[src/rtl/rom_loader_pkg.sv]
// Shared types and the lane placement helper for the ioctl-to-ddram quadword packer.
package rom_loader_pkg;

   localparam int QW_BYTES = 8;

   typedef enum logic [1:0] {IDLE, LOAD, FLUSH, FACK} state_t;

   typedef struct packed {
      logic [63:0] data;
      logic [7:0]  be;
   } lane_t;

   // Byte-swapped word moved into its 16-bit lane, with the matching byte enables.
   function automatic lane_t lane_swap(input logic [15:0] word, input logic [1:0] lane);
      lane_t r;
      r.data = {48'd0, word[7:0], word[15:8]} << {lane, 4'b0000};
      r.be   = 8'b0000_0011 << {lane, 1'b0};
      return r;
   endfunction

endpackage

[src/rtl/rom_loader_pack.sv]
// Packs the 16-bit ioctl download stream into byte-swapped 64-bit ddram writes,
// with ioctl_wait back-pressure, end-of-download flush, ROM size and done pulse.
module rom_loader_pack
   import rom_loader_pkg::*;
#(
   parameter int ADDR_W = 25
) (
   input  logic              clk_sys,
   input  logic              reset_n,
   input  logic              dl_active,
   input  logic              dl_wr,
   input  logic [ADDR_W-1:0] dl_addr,
   input  logic [15:0]       dl_data,
   output logic              dl_wait,
   output logic [ADDR_W-4:0] wr_addr,
   output logic [63:0]       wr_data,
   output logic [7:0]        wr_be,
   output logic              wr_req,
   input  logic              wr_ack,
   output logic [ADDR_W-1:0] rom_size,
   output logic              done
);

   localparam int QA_W = ADDR_W - $clog2(QW_BYTES);

   state_t            state, state_nx;
   logic              act_q, rise, fall, capture, slot_free;
   logic              iw_valid;
   logic [ADDR_W-1:1] iw_addr;
   logic [15:0]       iw_data;
   logic [QA_W-1:0]   iw_qaddr;
   lane_t             iw_lane;
   logic [63:0]       lane_mask;
   logic              asm_valid;
   logic [63:0]       asm_data;
   logic [7:0]        asm_be;
   logic [QA_W-1:0]   asm_qaddr;
   logic              do_merge, do_push, push_load, done_nx;
   logic [ADDR_W-1:0] size_cand;

   assign rise      = dl_active & ~act_q;
   assign fall      = ~dl_active & act_q;
   assign capture   = dl_wr & dl_active;
   assign slot_free = (wr_req == wr_ack);
   assign iw_qaddr  = iw_addr[ADDR_W-1:3];
   assign iw_lane   = lane_swap(iw_data, iw_addr[2:1]);
   // Setting bit 0 then adding 1 equals clearing bit 0 then adding 2.
   assign size_cand = (dl_addr | ADDR_W'(1)) + ADDR_W'(1);
   assign dl_wait   = iw_valid;

   always_comb begin
      lane_mask = '0;
      for (int k = 0; k < QW_BYTES; k++) begin
         lane_mask[8*k +: 8] = {8{iw_lane.be[k]}};
      end
   end

   always_comb begin
      state_nx  = state;
      do_merge  = 1'b0;
      do_push   = 1'b0;
      push_load = 1'b0;
      done_nx   = 1'b0;
      if (iw_valid) begin
         if (!asm_valid || asm_qaddr == iw_qaddr) begin
            do_merge = 1'b1;
         end else if (slot_free) begin
            do_push   = 1'b1;
            push_load = 1'b1;
         end
      end else if (asm_valid && slot_free && (asm_be == 8'hFF || state == FLUSH)) begin
         do_push = 1'b1;
      end
      case (state)
         IDLE:    state_nx = IDLE;
         LOAD:    if (fall) state_nx = FLUSH;
         FLUSH:   if (!iw_valid && !asm_valid) state_nx = FACK;
         FACK: begin
            if (slot_free) begin
               state_nx = IDLE;
               done_nx  = 1'b1;
            end
         end
         default: state_nx = IDLE;
      endcase
      // A new download abandons whatever is still assembling; an in-flight write is left alone.
      if (rise) begin
         state_nx  = LOAD;
         do_merge  = 1'b0;
         do_push   = 1'b0;
         push_load = 1'b0;
         done_nx   = 1'b0;
      end
   end

   always_ff @(posedge clk_sys) begin
      if (!reset_n) begin
         state     <= IDLE;
         act_q     <= 1'b0;
         iw_valid  <= 1'b0;
         iw_addr   <= '0;
         iw_data   <= '0;
         asm_valid <= 1'b0;
         asm_data  <= '0;
         asm_be    <= '0;
         asm_qaddr <= '0;
         wr_req    <= 1'b0;
         wr_addr   <= '0;
         wr_data   <= '0;
         wr_be     <= '0;
         rom_size  <= '0;
         done      <= 1'b0;
      end else begin
         act_q <= dl_active;
         state <= state_nx;
         done  <= done_nx;
         if (do_merge) begin
            asm_valid <= 1'b1;
            asm_qaddr <= iw_qaddr;
            asm_data  <= ((asm_valid ? asm_data : 64'd0) & ~lane_mask) | iw_lane.data;
            asm_be    <= (asm_valid ? asm_be : 8'd0) | iw_lane.be;
         end
         if (do_push) begin
            wr_req  <= ~wr_req;
            wr_addr <= asm_qaddr;
            wr_data <= asm_data;
            wr_be   <= asm_be;
            if (push_load) begin
               asm_qaddr <= iw_qaddr;
               asm_data  <= iw_lane.data;
               asm_be    <= iw_lane.be;
            end else begin
               asm_valid <= 1'b0;
            end
         end
         if (do_merge || push_load) iw_valid <= 1'b0;
         if (rise) begin
            asm_valid <= 1'b0;
            iw_valid  <= 1'b0;
            rom_size  <= '0;
         end
         // A strobe landing on the rising-edge cycle belongs to the new download.
         if (capture) begin
            iw_valid <= 1'b1;
            iw_addr  <= dl_addr[ADDR_W-1:1];
            iw_data  <= dl_data;
            if (rise || size_cand > rom_size) rom_size <= size_cand;
         end
      end
   end

endmodule

[config.mk]
export PLATFORM = sky130hd
export DESIGN_NAME = rom_loader_pack
export DESIGN_NICKNAME = d
export VERILOG_FILES = /design/src/rtl/rom_loader_pkg.sv /design/src/rtl/rom_loader_pack.sv
export SDC_FILE = /design/constraint.sdc
export NUM_CORES = 1
export LEC_CHECK = 0
export ABC_AREA = 1
export BUFFER_PORTS_ARGS = -buffer_cell sky130_fd_sc_hd__buf_2
export CAP_MARGIN = 20
export CORE_ASPECT_RATIO = 0.75
export CORE_UTILIZATION = 55
export DETAILED_ROUTE_END_ITERATION = 8
export PLACE_DENSITY = 0.76
export SYNTH_ARGS = -nofsm -noshare
export SYNTH_HDL_FRONTEND = slang
export SYNTH_SLANG_ARGS = --single-unit
[constraint.sdc]
create_clock -name clk_sys -period 3.8 [get_ports clk_sys]
set_input_delay 0.57 -clock clk_sys [delete_from_list [all_inputs] [get_ports clk_sys]]
set_output_delay 0.57 -clock clk_sys [all_outputs]
set_load 0.05 [all_outputs]
==> results.py <==
metrics = {
    "outcome": {
        "status": "finished clean",
    },
    "floorplanning": {
        "core_area_sq_mm": 0.0241,
        "ios": 168,
        "rows": 49,
        "dieArea_sq_mm": 0.0253,
        "start_util_pct": 56.3,
        "die_h_um": 138,
        "die_width_um": 183,
    },
    "power_and_ir_drop": {
        "internal_power_mw": 4.55,
        "netSwitchingPower_mw": 1.74,
        "swShare_pct": 27.7,
        "clkPwrFrac_pct": 41.0,
        "ir_worst_vdd_v": 0.000326,
        "leakage_nw": 8.00,
        "power_mw": 6.29,
        "p_comb_share_pct": 12.5,
        "power_density_mw_per_mm2": 409,
        "power_frac_seq_pct": 46.5,
    },
    "synth": {
        "yosysWarnings": 0,
        "synthArstFlopShare_pct": 0,
        "yosysSeqAreaShare_pct": 38.4,
        "synth.most_common_cell": "nor2_1",
        "ys_top_cells_by_count": "nor2_1, nand2_1, dfxtp_1",
        "synth_largest_area_cell": "dfxtp_1",
        "synth_cell_types": 30,
        "netlist_area_sq_mm": 0.0136,
        "synth_edf_count": 0,
        "synth_area_leaders": "dfxtp_1, nor2_1, nand2_1",
        "avgSynthCellArea_sq_um": 6.38,
        "synth_fp_nets": 2202,
        "yosys_register_bits": 260,
        "yosysTopAreaCellShare_pct": 38.4,
        "postSynthCellCount": 2125,
        "synth-main-ff-cell": "dfxtp_1",
    },
    "critical_path": {
        "arrival_ns": 3.43,
        "worstPathMaxFanout": 18,
        "rr_startpoint": "act_q$_SDFF_PN0_",
        "crit_type": "in -> reg",
        "slowest_stage": "xor2_1",
        "endpoint": "rom_size[13]$_SDFF_PN0_",
        "worst_setup_path_end_kind": "flop",
        "r2r_cells": 8,
        "cp-startpoint": "dl_addr[1]",
        "slowest_delay_ns": 0.36,
        "critPathBufInv": 3,
        "crit_required_ns": 4.22,
        "path_cells": "buf_2 -> ha_1 -> nand2_1 -> nor2_1 -> nand2_1 -> xor2_1 -> inv_1 -> ha_1 -> nand2_1 -> nor2_1 -> nand3_1 -> nor2_1 -> nand2_1 -> nand3_1 -> nand2_1 -> buf_4 -> nand3_1 -> nand2_1 -> nor2_1 -> nor2_1",
        "crit_top_cell": "nand2_1",
        "r2r_end": "asm_qaddr[9]$_SDFF_PN0_",
        "crit_family": "simple AND/OR/NAND/NOR gates",
        "reg2reg_slack_ns": 1.31,
        "crit_path_start_kind": "primary input",
        "crit_cells": 20,
    },
    "clock_tree": {
        "insertion_delay_ns": 0.54,
        "cts_buffer_depth": 3,
        "cts_tree": "done",
        "ctsRootBufferMaster": "clkbuf_16",
        "hold_buffers": 0,
        "clk_pin_slew_ns": 0.06,
        "cts_resized": 0,
        "cts.sink_count": 260,
        "numCtsBuffers": 26,
        "cts_setup_buffers": 0,
        "htree_levels": 1,
    },
    "worst_hold_path": {
        "hold_start": "dl_data[14]",
        "worstHoldPathType": "in -> reg",
    },
    "placed_design": {
        "gp_congestion": 0.901,
        "dpl_cell_area_sq_mm": 0.0145,
        "place_ws_ns": 0.327,
        "port_buffers": 166,
        "hpwl_um": 24000,
    },
    "global_routing": {
        "grt_pass1_wl_um": 58900,
        "overflow": 0,
        "grt_pass1_vias": 11575,
        "antenna_found_initial": 0,
        "grt_max_degree": 128,
        "grt.total_usage_pct": 28.7,
    },
    "routing": {
        "routed_via_density": 5.27,
        "ant_nets": 0,
        "dr.pass1.iters": 8,
        "drtIter0Drc": 1366,
        "drc_errors": 0,
        "post_drt_wl_per_cell_um": 14.4,
        "vias": 13491,
        "wl_um": 36800,
    },
    "finish": {
        "drive_above_1_share_pct": 11.2,
        "syn_to_final_growth_pct": 13.3,
        "n_antenna_cell": 0,
        "final_nets": 2287,
        "stdcell_area_sq_mm": 0.0154,
    },
    "timing": {
        "worst_slack_ns": 0.792,
        "final-hold-violation-count": 0,
        "timing.final.crit_share_pct": 79.2,
        "whs_ns": 0.295,
        "fin_skew_ns": 0.0179,
        "worst_pin_slew_ns": 1.03,
        "setup_violations": 0,
        "slew_headroom_pct": 31.4,
        "max_freq_mhz": 332,
        "finalSetupTns_ns": 0,
        "slew_violations": 0,
        "rsz0062_at_grt": "false",
        "min_period_ns": 3.01,
    },
    "job": {
        "cap_violations": 0,
    },
}
flip-flops by register name (all words and copies together) (netlist names), 2 cells and up:
| name | count |
|---|---|
| asm_be | 8 |
| asm_data | 64 |
| asm_qaddr | 22 |
| iw_addr | 24 |
| iw_data | 16 |
| rom_size | 25 |
| state | 2 |
| wr_addr | 22 |
| wr_be | 8 |
| wr_data | 64 |
kinds of logic after synthesis:
group | Yosys count | synth area share (%)
AOI/OAI and AO/OA | 276 | 10.3
buffers and inverters | 347 | 9.91
adders and majority gates | 31 | 2.86
and+or+nand+nor | 1187 | 37.0
DFF | 260 | 38.4
xor gates and xnor gates | 24 | 1.55
worst min-delay path by stage:
stage	endpoint	slack (ns)	cells past startpoint
2_1_floorplan	iw_addr[10]$_SDFFE_PN0P_	0.46	2
3_3_place_gp	rom_size[0]$_SDFF_PN0_	0.45	2
3_5_place_dp	rom_size[0]$_SDFF_PN0_	0.46	2
4_1_cts	iw_data[14]$_SDFFE_PN0P_	0.28	3
5_1_grt	iw_data[12]$_SDFFE_PN0P_	0.30	3
6_report	iw_data[14]$_SDFFE_PN0P_	0.30	3
area by class of cell:
class	count	area [sq um]
Fill cell	2230	8730
Multi-Input combinational cell	1518	7030
Clock buffer	34	721
Tap cell	331	414
Inverter	214	803
Clock inverter	13	129
Sequential cell	260	5210
Timing Repair Buffer	190	1060
tightest hold or removal path: stages:
cell     delay (ns)
buf_2          0.08
o21ai_0        0.07
nor2_1         0.08
power groups by stage:
stage               Sequential, mW  Combinational (mW)  Clock, mW
global placement              2.98               0.750          0
CTS                           2.92               0.782       2.61
detailed placement            2.98               0.776          0
global route                  2.94               0.885       2.73
finish                        2.93               0.786       2.58
floorplan                     3.03               0.506          0
through the flow:
step / utilization [%] / instances
3_3_place_gp: 60.1 / 2511
4_1_cts: 63.8 / 2560
2_1_floorplan: - / 2125
3_5_place_dp: 60.2 / 2513
5_1_grt: 63.8 / 2560
6_report: 63.8 / 2560
layout by cell type (no fill, tap or decap), types with 2 or more instances in the layout:
master,instances
nor3_1,11
nand4_1,71
xnor2_1,5
clkbuf_16,26
buf_8,2
inv_2,2
nor2_2,3
buf_4,20
bufinv_16,2
clkbuf_8,4
dfxtp_1,259
buf_2,165
ha_1,31
inv_1,210
clkinv_1,2
nand3b_1,66
nand2_2,4
nand3_1,66
xor2_1,19
nand3_2,2
o21ai_0,192
buf_12,2
clkinv_2,9
clkbuf_1,4
nand2_1,476
a21o_1,2
nor2_1,483
a21oi_1,78
metal layers:
metal | vias to the layer above | GRT usage [%] | routed length [um]
met5 | - | 0 | 0
met4 | 0 | 8.24 | 816
met3 | 59 | 4.25 | 2800
met2 | 463 | 43.6 | 15500
met1 | 6095 | 41.9 | 17800
li1 | 6874 | - | -
Note: power is estimated with default switching activity, not from simulation.
